[src/rtl/core_pkg.sv]
// Constants shared across the MIPS core. The PC unit, CP0 and the stage
// registers all need to agree on the reset and exception handler addresses.
package core_pkg;

  localparam int          DATA_W     = 32;
  localparam logic [31:0] RESET_PC   = 32'h0000_3000;
  localparam logic [31:0] HANDLER_PC = 32'h0000_4180;

endpackage

[src/rtl/stage_entry.sv]
// One pipeline entry: valid bit plus instr/pc/payload/flags.
// Clear zeroes instr, data and flags and drops valid, which makes the entry a
// nop bubble. The PC normally holds across a clear so that debug views keep the
// last address. force_pc overrides it, which is how a flush redirects the PC.
module stage_entry #(
  parameter int                NUM_FIELDS = 7,
  parameter int                DATA_W     = 32,
  parameter int                NUM_FLAGS  = 3,
  parameter logic [DATA_W-1:0] RESET_PC   = '0
) (
  input  logic                         clk,
  input  logic                         rst,
  input  logic                         load,
  input  logic                         clear,
  input  logic                         force_pc,
  input  logic [DATA_W-1:0]            force_pc_value,
  input  logic [DATA_W-1:0]            d_instr,
  input  logic [DATA_W-1:0]            d_pc,
  input  logic [NUM_FIELDS*DATA_W-1:0] d_data,
  input  logic [NUM_FLAGS-1:0]         d_flags,
  output logic                         valid,
  output logic [DATA_W-1:0]            instr,
  output logic [DATA_W-1:0]            pc,
  output logic [NUM_FIELDS*DATA_W-1:0] data,
  output logic [NUM_FLAGS-1:0]         flags
);

  // Entry register. Clear has priority over load.
  always_ff @(posedge clk or posedge rst) begin
    if (rst) begin
      valid <= 1'b0;
      instr <= '0;
      pc    <= RESET_PC;
      data  <= '0;
      flags <= '0;
    end else if (clear) begin
      valid <= 1'b0;
      instr <= '0;
      data  <= '0;
      flags <= '0;
      if (force_pc) pc <= force_pc_value;
    end else if (load) begin
      valid <= 1'b1;
      instr <= d_instr;
      pc    <= d_pc;
      data  <= d_data;
      flags <= d_flags;
    end
  end

endmodule

[src/rtl/pipe_stage_reg.sv]
// Generic pipeline stage register with a valid/ready handshake and a 2-entry
// skid buffer. The main entry drives the outputs directly and the skid entry
// catches the one word that can arrive while main is held. in_ready comes
// straight from the skid valid flop, so no combinational path runs from
// out_ready back to in_ready.
module pipe_stage_reg #(
  parameter int                NUM_FIELDS = 7,
  parameter int                DATA_W     = core_pkg::DATA_W,
  parameter int                NUM_FLAGS  = 3,
  parameter logic [DATA_W-1:0] RESET_PC   = DATA_W'(core_pkg::RESET_PC),
  parameter logic [DATA_W-1:0] HANDLER_PC = DATA_W'(core_pkg::HANDLER_PC),
  parameter int                CNT_W      = 16
) (
  input  logic                         clk,
  input  logic                         reset,
  input  logic                         req,
  input  logic                         in_valid,
  output logic                         in_ready,
  input  logic [DATA_W-1:0]            in_instr,
  input  logic [DATA_W-1:0]            in_pc,
  input  logic [NUM_FIELDS*DATA_W-1:0] in_data,
  input  logic [NUM_FLAGS-1:0]         in_flags,
  output logic                         out_valid,
  input  logic                         out_ready,
  output logic [DATA_W-1:0]            out_instr,
  output logic [DATA_W-1:0]            out_pc,
  output logic [NUM_FIELDS*DATA_W-1:0] out_data,
  output logic [NUM_FLAGS-1:0]         out_flags,
  output logic [CNT_W-1:0]             stall_cycles
);

  logic                         main_valid;
  logic                         skid_valid;
  logic [DATA_W-1:0]            skid_instr;
  logic [DATA_W-1:0]            skid_pc;
  logic [NUM_FIELDS*DATA_W-1:0] skid_data;
  logic [NUM_FLAGS-1:0]         skid_flags;

  logic                         advance;
  logic                         accept;
  logic                         main_load;
  logic                         main_clear;
  logic                         skid_load;
  logic                         skid_clear;
  logic [DATA_W-1:0]            main_d_instr;
  logic [DATA_W-1:0]            main_d_pc;
  logic [NUM_FIELDS*DATA_W-1:0] main_d_data;
  logic [NUM_FLAGS-1:0]         main_d_flags;

  assign in_ready  = !skid_valid;
  assign out_valid = main_valid;

  // Handshake decode. A flush (req) overrides every load and empties both
  // entries. Any word accepted in the same cycle is discarded with them.
  always_comb begin
    advance    = !main_valid || out_ready;
    accept     = in_valid && !skid_valid;
    main_load  = !req && advance && (skid_valid || accept);
    main_clear = req || (advance && !skid_valid && !accept);
    skid_load  = !req && accept && !advance;
    skid_clear = req || (skid_valid && advance);
    if (skid_valid) begin
      main_d_instr = skid_instr;
      main_d_pc    = skid_pc;
      main_d_data  = skid_data;
      main_d_flags = skid_flags;
    end else begin
      main_d_instr = in_instr;
      main_d_pc    = in_pc;
      main_d_data  = in_data;
      main_d_flags = in_flags;
    end
  end

  stage_entry #(
    .NUM_FIELDS(NUM_FIELDS), .DATA_W(DATA_W), .NUM_FLAGS(NUM_FLAGS), .RESET_PC(RESET_PC)
  ) u_main (
    .clk            (clk),
    .rst            (reset),
    .load           (main_load),
    .clear          (main_clear),
    .force_pc       (req),
    .force_pc_value (HANDLER_PC),
    .d_instr        (main_d_instr),
    .d_pc           (main_d_pc),
    .d_data         (main_d_data),
    .d_flags        (main_d_flags),
    .valid          (main_valid),
    .instr          (out_instr),
    .pc             (out_pc),
    .data           (out_data),
    .flags          (out_flags)
  );

  stage_entry #(
    .NUM_FIELDS(NUM_FIELDS), .DATA_W(DATA_W), .NUM_FLAGS(NUM_FLAGS), .RESET_PC(RESET_PC)
  ) u_skid (
    .clk            (clk),
    .rst            (reset),
    .load           (skid_load),
    .clear          (skid_clear),
    .force_pc       (1'b0),
    .force_pc_value (HANDLER_PC),
    .d_instr        (in_instr),
    .d_pc           (in_pc),
    .d_data         (in_data),
    .d_flags        (in_flags),
    .valid          (skid_valid),
    .instr          (skid_instr),
    .pc             (skid_pc),
    .data           (skid_data),
    .flags          (skid_flags)
  );

  // Saturating back-pressure counter. A flush deliberately leaves it alone so
  // that stall statistics survive exceptions.
  always_ff @(posedge clk or posedge reset) begin
    if (reset) begin
      stall_cycles <= '0;
    end else if (main_valid && !out_ready && (stall_cycles != {CNT_W{1'b1}})) begin
      stall_cycles <= stall_cycles + 1'b1;
    end
  end

endmodule

[config.mk]
export PLATFORM = sky130hd
export DESIGN_NAME = pipe_stage_reg
export DESIGN_NICKNAME = d
export VERILOG_FILES = /design/src/rtl/core_pkg.sv /design/src/rtl/stage_entry.sv /design/src/rtl/pipe_stage_reg.sv
export SDC_FILE = /design/constraint.sdc
export NUM_CORES = 1
export LEC_CHECK = 0
export CAP_MARGIN = 30
export CORE_MARGIN = 10
export CORE_UTILIZATION = 32
export CTS_BUF_LIST = sky130_fd_sc_hd__clkbuf_16
export DETAILED_ROUTE_END_ITERATION = 7
export DONT_BUFFER_PORTS = 1
export GPL_TIMING_DRIVEN = 0
export SLEW_MARGIN = 20
export SYNTH_ARGS = -nofsm -noshare
export SYNTH_HDL_FRONTEND = slang
export SYNTH_HIERARCHICAL = 1
export SYNTH_SLANG_ARGS = --single-unit
[constraint.sdc]
create_clock -name clk -period 9.1 [get_ports clk]
set_input_delay 1.365 -clock clk [delete_from_list [all_inputs] [get_ports clk]]
set_output_delay 1.365 -clock clk [all_outputs]
set_load 0.01 [all_outputs]
# After elaboration in Yosys (flattened, before gate mapping)

Cells that the tools add are included.

Output and inout port bits: 309
Register bits after elaboration: 600
Bits of input ports: 296

Reduce and logical (&&, ||, !) cells: 24
Bitwise gates (word level): 1
Equal/unequal tests: 2
Muxes and demuxes: 23
Add/subtract/negate cells: 1

Operators with widths:

| operator                                                         | count |
|---|---|
| 224-bit two-way mux                                              | 5 |
| 32-bit two-way mux                                               | 9 |
| 16-bit by 1-bit adder with 16-bit output (second input constant) | 1 |
| 16-bit != test (second input constant)                           | 1 |
| 3-bit two-way mux                                                | 5 |
| 1-bit logical AND                                                | 10 |
| 1-bit zero test                                                  | 6 |
| 1-bit logical OR                                                 | 4 |
| 1-bit two-way mux                                                | 4 |
| 2-bit AND reduction                                              | 2 |
| 2-bit nonzero test                                               | 2 |
| 2-bit != test (second input constant)                            | 1 |
| 1-bit NOT                                                        | 1 |

# Longest topological paths before layout

Gate-level depths: netlist of run 1.

Depth in word-level cells: 7
Gate-level depth with buffers: 10

# By module

Netlist of run 1, hierarchy kept.

Modules (own cells, without submodules):

| module         | cells each | area each (um2) | instances |
|---|---|---|---|
| stage_entry    | 984        | 12152.9         | 2 |
| pipe_stage_reg | 406        | 4281.6          | 1 |

# Worst setup path before layout of run 1

No wires, ideal clock.

Path kind: input -> register
Start: input out_ready
End: register u_skid.data[20]
Setup time: 0.132 ns
Data arrival time: 2.873 ns
Required time: 8.968 ns
Cell stages on the path: 7
Setup slack: 6.096 ns
Cell sequence: nand2b_1 > nor4b_1 > buf_4 > buf_6 > buf_6 > mux2i_1 > nor2_1

Cells in the longest elaborated chain, start to end: 4

Ends and longest elaborated chain:

| item                         | RTL line             | source |
|---|---|---|
| start: declaration           | pipe_stage_reg.sv:24 | `input logic out_ready,` |
| 1-bit logical OR             | pipe_stage_reg.sv:56 | `advance = !main_valid \|\| out_ready;` |
| 1-bit zero test              | pipe_stage_reg.sv:60 | `skid_load = !req && accept && !advance;` |
| 1-bit logical AND            | pipe_stage_reg.sv:60 |  |
| via skid_load                | pipe_stage_reg.sv:43 | `logic skid_load;` |
| 2-bit nonzero test (no line) | n/a                  |  |
| end signal: assignment       | stage_entry.sv:46    | `data <= d_data;` |
| end: declaration             | stage_entry.sv:24    | `output logic [NUM_FIELDS*DATA_W-1:0] data,` |

The timed path passes the listed nets, and every way through them passes these cells.
A chain may end at the register's enable or synchronous reset.

# Final worst setup path of run 1

Start: register u_skid.valid
End: output in_ready

Cells in the longest elaborated chain, start to end: 1

Ends and longest elaborated chain:

| item                     | RTL line             | source |
|---|---|---|
| start: declaration       | stage_entry.sv:21    | `output logic valid,` |
| start signal: assignment | stage_entry.sv:31    | `valid <= 1'b0;` |
| start signal: assignment | stage_entry.sv:37    | `valid <= 1'b0;` |
| start signal: assignment | stage_entry.sv:43    | `valid <= 1'b1;` |
| 1-bit zero test          | pipe_stage_reg.sv:50 | `assign in_ready = !skid_valid;` |
| end: declaration         | pipe_stage_reg.sv:18 | `output logic in_ready,` |

No other way between the ends.

==> impl_metrics.prom, run 1 <==
# TYPE chip_impl_metric gauge
chip_impl_metric{name="crit_path_max_fanout",unit=""} 10
chip_impl_metric{name="yosys_warnings",unit=""} 6
chip_impl_metric{name="netSwitchingFraction",unit="%"} 25.6
chip_impl_metric{name="vdd_drop_max",unit="mV"} 0.124
chip_impl_metric{name="finalCritPeriodShare",unit="%"} 41.4
chip_impl_metric{name="dieHeight",unit="µm"} 319
chip_impl_metric{name="boundaryPins",unit=""} 605
chip_impl_metric{name="syn_avg_cell_area",unit="µm²"} 12.0
chip_impl_metric{name="netlist.area_leader.share",unit="%"} 52.2
chip_impl_metric{name="clock_pin_slew_on_the_worst_setup_and_hold_paths",unit="ps"} 60
chip_impl_metric{name="first_global_vias",unit=""} 19222
chip_impl_metric{name="initial_core_util",unit="%"} 32.3
chip_impl_metric{name="rr_worst_depth",unit=""} 11
chip_impl_metric{name="worst_slack",unit="ps"} 5330
chip_impl_metric{name="place.detailed.hpwl",unit="µm"} 71500
chip_impl_metric{name="cts.repair_timing.setup_buffer_count",unit=""} 0
chip_impl_info{name="critical_path_class",value="flip-flop to primary output"} 1
chip_impl_info{name="endpoint",value="in_ready"} 1
chip_impl_metric{name="synth.lib_cells_used.distinct",unit=""} 36
chip_impl_metric{name="synth-edff-count",unit=""} 0
chip_impl_metric{name="die_x",unit="µm"} 319
chip_impl_info{name="grt_setup_unrepaired",value="no"} 1
chip_impl_metric{name="power_density",unit="mW/mm²"} 183
chip_impl_metric{name="max-cap-violations",unit=""} 0
chip_impl_metric{name="worst_skew_pair.late_latency",unit="ps"} 640
chip_impl_metric{name="timing.critical_path.depth",unit=""} 5
chip_impl_metric{name="residual_drc",unit=""} 0
chip_impl_metric{name="vias",unit=""} 18584
chip_impl_info{name="cts_root_buffer",value="sky130_fd_sc_hd__clkbuf_16"} 1
chip_impl_metric{name="maxSlewViolCount",unit=""} 0
chip_impl_info{name="cts_tree",value="done"} 1
chip_impl_info{name="startpoint",value="u_skid/valid"} 1
chip_impl_metric{name="cp_slowest_stage_delay",unit="ps"} 400
chip_impl_metric{name="peak_freq",unit="GHz"} 0.265
chip_impl_metric{name="placement.setup.worst_slack",unit="ps"} 4970
chip_impl_metric{name="port-buffer-count",unit=""} 0
chip_impl_metric{name="drtPass1Iterations",unit=""} 5
chip_impl_metric{name="groute.usage.overall",unit="%"} 18.3
chip_impl_info{name="synth_top_cell_by_area",value="sky130_fd_sc_hd__dfrtp_1"} 1
chip_impl_metric{name="relSlewSlack",unit="%"} 36.2
chip_impl_metric{name="worstPathArrival",unit="ps"} 2400
chip_impl_info{name="critical_path_launch_point_type",value="flip-flop"} 1
chip_impl_metric{name="holdBufCountCts",unit=""} 0
chip_impl_metric{name="power_frac_clock",unit="%"} 44.7
chip_impl_metric{name="fill_cells",unit=""} 8667
chip_impl_metric{name="largest_net_degree_at_the_start_of_global_routing",unit=""} 31
chip_impl_metric{name="post_drt_via_cell_ratio",unit=""} 4.94
chip_impl_metric{name="syn-instance-count",unit=""} 2374
chip_impl_metric{name="cts_buffer_depth",unit=""} 3
chip_impl_metric{name="timing.final.hold_violations",unit=""} 0
chip_impl_metric{name="critPathRequiredTime",unit="ps"} 7740
chip_impl_metric{name="grt_antenna_before_repair",unit=""} 10
chip_impl_info{name="worst_hold_path_type",value="flip-flop to flip-flop"} 1
chip_impl_metric{name="power.internal",unit="mW"} 4.49
chip_impl_info{name="crit-reg2reg-capture",value="u_main/data[136]"} 1
chip_impl_metric{name="syn_to_final_growth",unit="%"} 15.5
chip_impl_metric{name="number_of_synthesized_register_bits",unit=""} 600
chip_impl_metric{name="timing.reg2reg.setup_slack",unit="ps"} 5570
chip_impl_metric{name="numClockSinks",unit=""} 600
chip_impl_info{name="worst_reg2reg_path_startpoint",value="u_skid/valid"} 1
chip_impl_metric{name="final_nets",unit=""} 2836
chip_impl_metric{name="detail-route-antenna-nets",unit=""} 0
chip_impl_info{name="worst_setup_path_end_kind",value="primary output"} 1
chip_impl_metric{name="core_region_area",unit="mm²"} 0.0885
chip_impl_metric{name="fraction_of_synthesis_flops_using_an_asynchronous_set_or_reset_pin",unit="%"} 100
chip_impl_metric{name="route.final.wire_length",unit="µm"} 95200
chip_impl_metric{name="tightestPinTransition",unit="ps"} 943
chip_impl_info{name="crit_path_top_delay_cell",value="sky130_fd_sc_hd__clkbuf_1"} 1
chip_impl_info{name="ys_dominant_reg_cell",value="sky130_fd_sc_hd__dfrtp_1"} 1
chip_impl_metric{name="post_route_cells_drive_above_1_share",unit="%"} 20.8
chip_impl_metric{name="power.share.combinational",unit="%"} 8.0
chip_impl_metric{name="cp_num_buf_inv",unit=""} 5
chip_impl_metric{name="cts.repair.resized",unit=""} 0
chip_impl_metric{name="grt_remaining_overflow",unit=""} 0
chip_impl_metric{name="power.share.sequential",unit="%"} 47.3
chip_impl_info{name="status",value="complete, no violations"} 1
chip_impl_metric{name="cell_leakage_power",unit="nW"} 15.0
chip_impl_metric{name="totalNegativeSetupSlack",unit="ps"} 0
chip_impl_metric{name="num_cts_buffers",unit=""} 71
chip_impl_metric{name="clock_skew",unit="ps"} 32.1
chip_impl_info{name="cp_cell_sequence",value="clkbuf_1, clkbuf_1, buf_6, buf_2, inv_1"} 1
chip_impl_info{name="cp_common_cell",value="sky130_fd_sc_hd__clkbuf_1"} 1
chip_impl_metric{name="synthesis.area",unit="mm²"} 0.0286
chip_impl_metric{name="wl_per_cell",unit="µm"} 25.3
chip_impl_metric{name="final-setup-viol-count",unit=""} 0
chip_impl_metric{name="dr.first_iter.drc_count",unit=""} 1164
chip_impl_metric{name="p_sw",unit="mW"} 1.55
chip_impl_info{name="timing.critical_path.max_delay_family",value="buffers and inverters"} 1
chip_impl_metric{name="final_critical_path_required_period",unit="ps"} 3770
chip_impl_metric{name="cts-htree-levels",unit=""} 3
chip_impl_info{name="synth_top_cells_by_area",value="sky130_fd_sc_hd__dfrtp_1 (52%), sky130_fd_sc_hd__mux2i_1 (18%), sky130_fd_sc_hd__mux2_2 (12%)"} 1
chip_impl_metric{name="num_rows",unit=""} 109
chip_impl_metric{name="final_gp_congestion",unit=""} 0.827
chip_impl_metric{name="grt_pass1_wl",unit="µm"} 140000
chip_impl_metric{name="yosysSeqAreaShare",unit="%"} 52.5
chip_impl_metric{name="dieArea",unit="mm²"} 0.102
-- power groups by stage --
stage / Clock [mW] / Sequential, mW / Combinational (mW)
finish: 2.70 / 2.86 / 0.486
global route: 2.88 / 2.87 / 0.537
CTS: 2.77 / 2.86 / 0.494
detailed placement: 0 / 2.91 / 0.493
global placement: 0 / 2.91 / 0.461
floorplan: 0 / 2.86 / 0.354
-- per-layer routing --
metal	part of all wire [%]	wire (µm)	vias up	global-route usage (%)
li1	-	-	8539	-
met1	38	36500	9357	20.6
met2	48	46000	575	30.7
met3	11	10500	109	8.92
met4	2.2	2060	4	4.52
met5	0.028	27	-	0
-- flip-flops by register name, summed over array words and instances (netlist names) --
register and count:
stall_cycles 16, u_skid/instr 32, u_main/instr 32, u_skid/valid 1
u_main/data 224, u_skid/data 224, u_main/pc 32, u_skid/pc 32
u_skid/flags 3, u_main/valid 1, u_main/flags 3
-- per-stage QoR --
| step | instances | utilization [%] | total power [mW] | cell area, µm² | hold slack (ps) |
|---|---|---|---|---|---|
| after floorplan | 2442 | - | 3.22 | 28900 | 453 |
| after global placement | 3607 | 34.2 | 3.37 | 30300 | 464 |
| after detailed placement | 3630 | 34.8 | 3.40 | 30800 | 471 |
| after CTS | 3758 | 37.3 | 6.13 | 33000 | 486 |
| after global routing | 3759 | 37.3 | 6.28 | 33000 | 496 |
| final | 3764 | 37.3 | 6.04 | 33000 | 483 |
-- Yosys cell counts (all sizes together), types with 2 or more instances --
cell type / count
a211o: 62
a21o: 2
and3: 63
and3b: 62
buf: 111
clkbuf: 70
conb: 2
dfrtp: 596
dfstp: 4
inv: 4
mux2: 293
mux2i: 526
nand2: 7
nand3: 3
nand4: 6
nor2: 527
nor3: 10
o21ai: 2
xor2: 12
-- area by class of cell --
class | instances | area, µm² | share of cell area (%)
tap | 1165 | 1460 | 4.42
multi-input combinational | 1657 | 12700 | 38.4
inverter | 4 | 22.5 | 0.0682
antenna | 5 | 12.5 | 0.0379
clock buffer | 74 | 1850 | 5.61
buffer | 181 | 1140 | 3.45
timing repair buffer | 24 | 509 | 1.54
sequential | 600 | 15000 | 45.5
clock inverter | 54 | 323 | 0.978
-- cell usage in the layout, fill, tap and decap left out, types with 10 or more instances in the layout --
cell type                   instances
sky130_fd_sc_hd__and3b_1           62
sky130_fd_sc_hd__clkinv_2          15
sky130_fd_sc_hd__mux2_2           292
sky130_fd_sc_hd__dfrtp_1          596
sky130_fd_sc_hd__a211o_1           62
sky130_fd_sc_hd__mux2i_1          526
sky130_fd_sc_hd__buf_6             43
sky130_fd_sc_hd__nor2_1           526
sky130_fd_sc_hd__buf_4             22
sky130_fd_sc_hd__conb_1            70
sky130_fd_sc_hd__inv_1             12
sky130_fd_sc_hd__xor2_1            12
sky130_fd_sc_hd__clkbuf_1          68
sky130_fd_sc_hd__buf_12            18
sky130_fd_sc_hd__buf_2             47
sky130_fd_sc_hd__nor3_1            10
sky130_fd_sc_hd__and3_1            63
sky130_fd_sc_hd__clkbuf_16         74
sky130_fd_sc_hd__clkinv_1          18
-- worst min-delay path by stage --
| stage | start | to | cells after the start |
|---|---|---|---|
| after floorplan | u_skid/pc[0] | u_skid/pc[0] | 1 |
| after global placement | u_skid/pc[26] | u_skid/pc[26] | 1 |
| after detailed placement | u_skid/pc[8] | u_skid/pc[8] | 1 |
| after CTS | u_skid/pc[0] | u_skid/pc[0] | 1 |
| after global routing | u_skid/pc[25] | u_skid/pc[25] | 1 |
| final | u_skid/pc[25] | u_skid/pc[25] | 1 |
-- logic make-up (layout without fill, tap and decap cells) --
group | after synthesis | count (layout) | synth area share [%]
compound gates | 67 | 67 | 2.02
xor+xnor | 13 | 13 | 0.398
fa+ha+maj | 1 | 1 | 0.0438
buf+inv | 185 | 337 | 4.03
flops | 600 | 600 | 52.5
mux | 819 | 819 | 30.0
other cells | 2 | 75 | 0.0263
simple gates | 687 | 687 | 11.0
Power figures use the tool's default switching activity.
==> run 2: changes to the inputs <==
==> constraint.sdc (replaced) <==
create_clock -name clk -period 3.7 [get_ports clk]
set_input_delay 0.555 -clock clk [delete_from_list [all_inputs] [get_ports clk]]
set_output_delay 0.555 -clock clk [all_outputs]
set_load 0.01 [all_outputs]
==> run 2 against run 1 <==
  * Utilization barely moved
  * Clock skew fell by 1.2 ps
  * Non-clock buffer count did not move
  * Power rose by 150%
  * Via count rose by 0.22%
  * Critical endpoint is now u_skid/data[136]
  * Largest power group unchanged
==> impl_metrics.prom, run 2 (same netlist as run 1, synthesis figures left out) <==
# TYPE chip_impl_metric gauge
chip_impl_info{name="crit_path_top_delay_cell",value="sky130_fd_sc_hd__clkbuf_1"} 1
chip_impl_metric{name="relSlewSlack",unit="%"} 41.7
chip_impl_metric{name="cp_slowest_stage_delay",unit="ps"} 670
chip_impl_metric{name="grt_antenna_before_repair",unit=""} 10
chip_impl_metric{name="worstPathArrival",unit="ps"} 3730
chip_impl_metric{name="dieHeight",unit="µm"} 319
chip_impl_metric{name="final-setup-viol-count",unit=""} 0
chip_impl_info{name="reg_top3",value="u_main/data x224, u_skid/data x224"} 1
chip_impl_metric{name="finalCritPeriodShare",unit="%"} 88.3
chip_impl_metric{name="dr.first_iter.drc_count",unit=""} 1097
chip_impl_metric{name="route.final.wire_length",unit="µm"} 95300
chip_impl_metric{name="grt_pass1_wl",unit="µm"} 140000
chip_impl_info{name="grt_setup_unrepaired",value="no"} 1
chip_impl_info{name="critical_path_class",value="flip-flop to flip-flop"} 1
chip_impl_metric{name="groute.usage.overall",unit="%"} 18.3
chip_impl_metric{name="cell_leakage_power",unit="nW"} 15.0
chip_impl_metric{name="clock_pin_slew_on_the_worst_setup_and_hold_paths",unit="ps"} 60
chip_impl_metric{name="timing.final.hold_violations",unit=""} 0
chip_impl_info{name="worst_setup_path_end_kind",value="flip-flop"} 1
chip_impl_info{name="final_cell_mix",value="sky130_fd_sc_hd__dfrtp_1 (596), sky130_fd_sc_hd__nor2_1 (526), sky130_fd_sc_hd__mux2i_1 (526)"} 1
chip_impl_metric{name="first_global_vias",unit=""} 19226
chip_impl_metric{name="final_nets",unit=""} 2836
chip_impl_metric{name="critPathRequiredTime",unit="ps"} 4170
chip_impl_metric{name="num_cts_buffers",unit=""} 71
chip_impl_metric{name="wl_per_cell",unit="µm"} 25.4
chip_impl_metric{name="tightestPinTransition",unit="ps"} 874
chip_impl_info{name="cp_common_cell",value="sky130_fd_sc_hd__buf_4"} 1
chip_impl_metric{name="vdd_drop_max",unit="mV"} 0.306
chip_impl_metric{name="grt_remaining_overflow",unit=""} 0
chip_impl_info{name="status",value="complete, no violations"} 1
chip_impl_metric{name="worst_skew_pair.late_latency",unit="ps"} 640
chip_impl_info{name="cts_tree",value="done"} 1
chip_impl_metric{name="place.detailed.hpwl",unit="µm"} 71500
chip_impl_info{name="critical_path_launch_point_type",value="flip-flop"} 1
chip_impl_metric{name="vias",unit=""} 18624
chip_impl_metric{name="crit_path_max_fanout",unit=""} 10
chip_impl_info{name="cts_root_buffer",value="sky130_fd_sc_hd__clkbuf_16"} 1
chip_impl_metric{name="syn_to_final_growth",unit="%"} 15.5
chip_impl_metric{name="cts_buffer_depth",unit=""} 3
chip_impl_metric{name="core_region_area",unit="mm²"} 0.0885
chip_impl_metric{name="cp_num_buf_inv",unit=""} 7
chip_impl_metric{name="cts-htree-levels",unit=""} 3
chip_impl_metric{name="cts.repair_timing.setup_buffer_count",unit=""} 0
chip_impl_metric{name="post_route_cells_drive_above_1_share",unit="%"} 20.9
chip_impl_metric{name="clock_skew",unit="ps"} 30.9
chip_impl_metric{name="num_rows",unit=""} 109
chip_impl_metric{name="largest_net_degree_at_the_start_of_global_routing",unit=""} 31
chip_impl_info{name="cp_cell_sequence",value="clkbuf_1, clkbuf_4, buf_2, a21o_1, buf_4, buf_4, buf_4, clkbuf_1, nor2_1"} 1
chip_impl_metric{name="final_critical_path_required_period",unit="ps"} 3270
chip_impl_metric{name="maxSlewViolCount",unit=""} 0
chip_impl_metric{name="layout.cell_area.non_filler",unit="mm²"} 0.0330
chip_impl_info{name="timing.critical_path.max_delay_family",value="buffers and inverters"} 1
chip_impl_metric{name="residual_drc",unit=""} 0
chip_impl_info{name="final_common_cell",value="sky130_fd_sc_hd__dfrtp_1"} 1
chip_impl_metric{name="drtPass1Iterations",unit=""} 5
chip_impl_metric{name="power_density",unit="mW/mm²"} 450
chip_impl_metric{name="max-cap-violations",unit=""} 0
chip_impl_metric{name="post_drt_via_cell_ratio",unit=""} 4.95
chip_impl_metric{name="boundaryPins",unit=""} 605
chip_impl_metric{name="dieArea",unit="mm²"} 0.102
chip_impl_metric{name="detail-route-antenna-nets",unit=""} 0
chip_impl_metric{name="initial_core_util",unit="%"} 32.3
chip_impl_metric{name="die_x",unit="µm"} 319
chip_impl_metric{name="port-buffer-count",unit=""} 0
chip_impl_info{name="worst_hold_path_type",value="primary input to flip-flop"} 1
chip_impl_metric{name="placed_area",unit="mm²"} 0.0308
chip_impl_metric{name="final_gp_congestion",unit=""} 0.827
chip_impl_metric{name="peak_freq",unit="GHz"} 0.306
chip_impl_metric{name="numClockSinks",unit=""} 600
chip_impl_metric{name="final_util",unit="%"} 37.3
==> run 2: worst paths after layout <==
check                      slack (ps)  cells past startpoint                to          start
setup / recovery                  430                      9  u_skid/data[136]   u_skid/valid
hold / removal                     70                      2  u_skid/data[102]   in_data[102]
setup reg to reg                  430                      9  u_skid/data[136]   u_skid/valid
hold reg to reg                   480                      1     u_skid/pc[25]  u_skid/pc[25]
max in group asynchronous        1570                      7  u_skid/data[181]          reset
min in group asynchronous         500                      2     u_main/pc[17]          reset
==> run 2: timing repair <==
action                                  4_1_cts  5_1_grt
hold buffers                                  1        0
endpoints found under the setup margin      356       14
endpoints found under the hold margin        47        0
gates resized for setup                       2        2
==> run 2: per-stage QoR <==
| step | instances | setup WS, ps | hold WS, ps | power (mW) | TNS [ps] |
|---|---|---|---|---|---|
| 2_1_floorplan | 2442 | -729 | 453 | 7.92 | -422550 |
| 3_3_place_gp | 3607 | -3190 | 464 | 8.29 | -1883440 |
| 3_5_place_dp | 3630 | -433 | 433 | 8.36 | -64790 |
| 4_1_cts | 3759 | 15.8 | 26.9 | 15.1 | 0 |
| 5_1_grt | 3759 | 48.8 | 40.4 | 15.5 | 0 |
| 6_report | 3761 | 433 | 74.6 | 14.9 | 0 |
==> run 2: layout make-up <==
type | count | area [µm²]
fillers | 8665 | 55500
flip-flops and latches | 600 | 15000
multi-input cells | 1657 | 12700
clock buffers | 74 | 1850
well taps | 1165 | 1460
plain buffers | 181 | 1140
repair buffers | 24 | 508
clock inverters | 54 | 323
inverters | 4 | 22.5
diodes | 2 | 5.00
==> run 2: metal layers <==
layer | routed length (µm) | GRT usage (%)
met1 | 36700 | 20.6
met2 | 45900 | 30.7
met3 | 10700 | 8.92
met4 | 2070 | 4.52
met5 | 41 | 0
==> run 2: where the power goes <==
group	switching [mW]	total (mW)	internal, mW
clock network	2.87	6.63	3.76
registers	0.269	7.03	6.76
logic	0.666	1.20	0.533
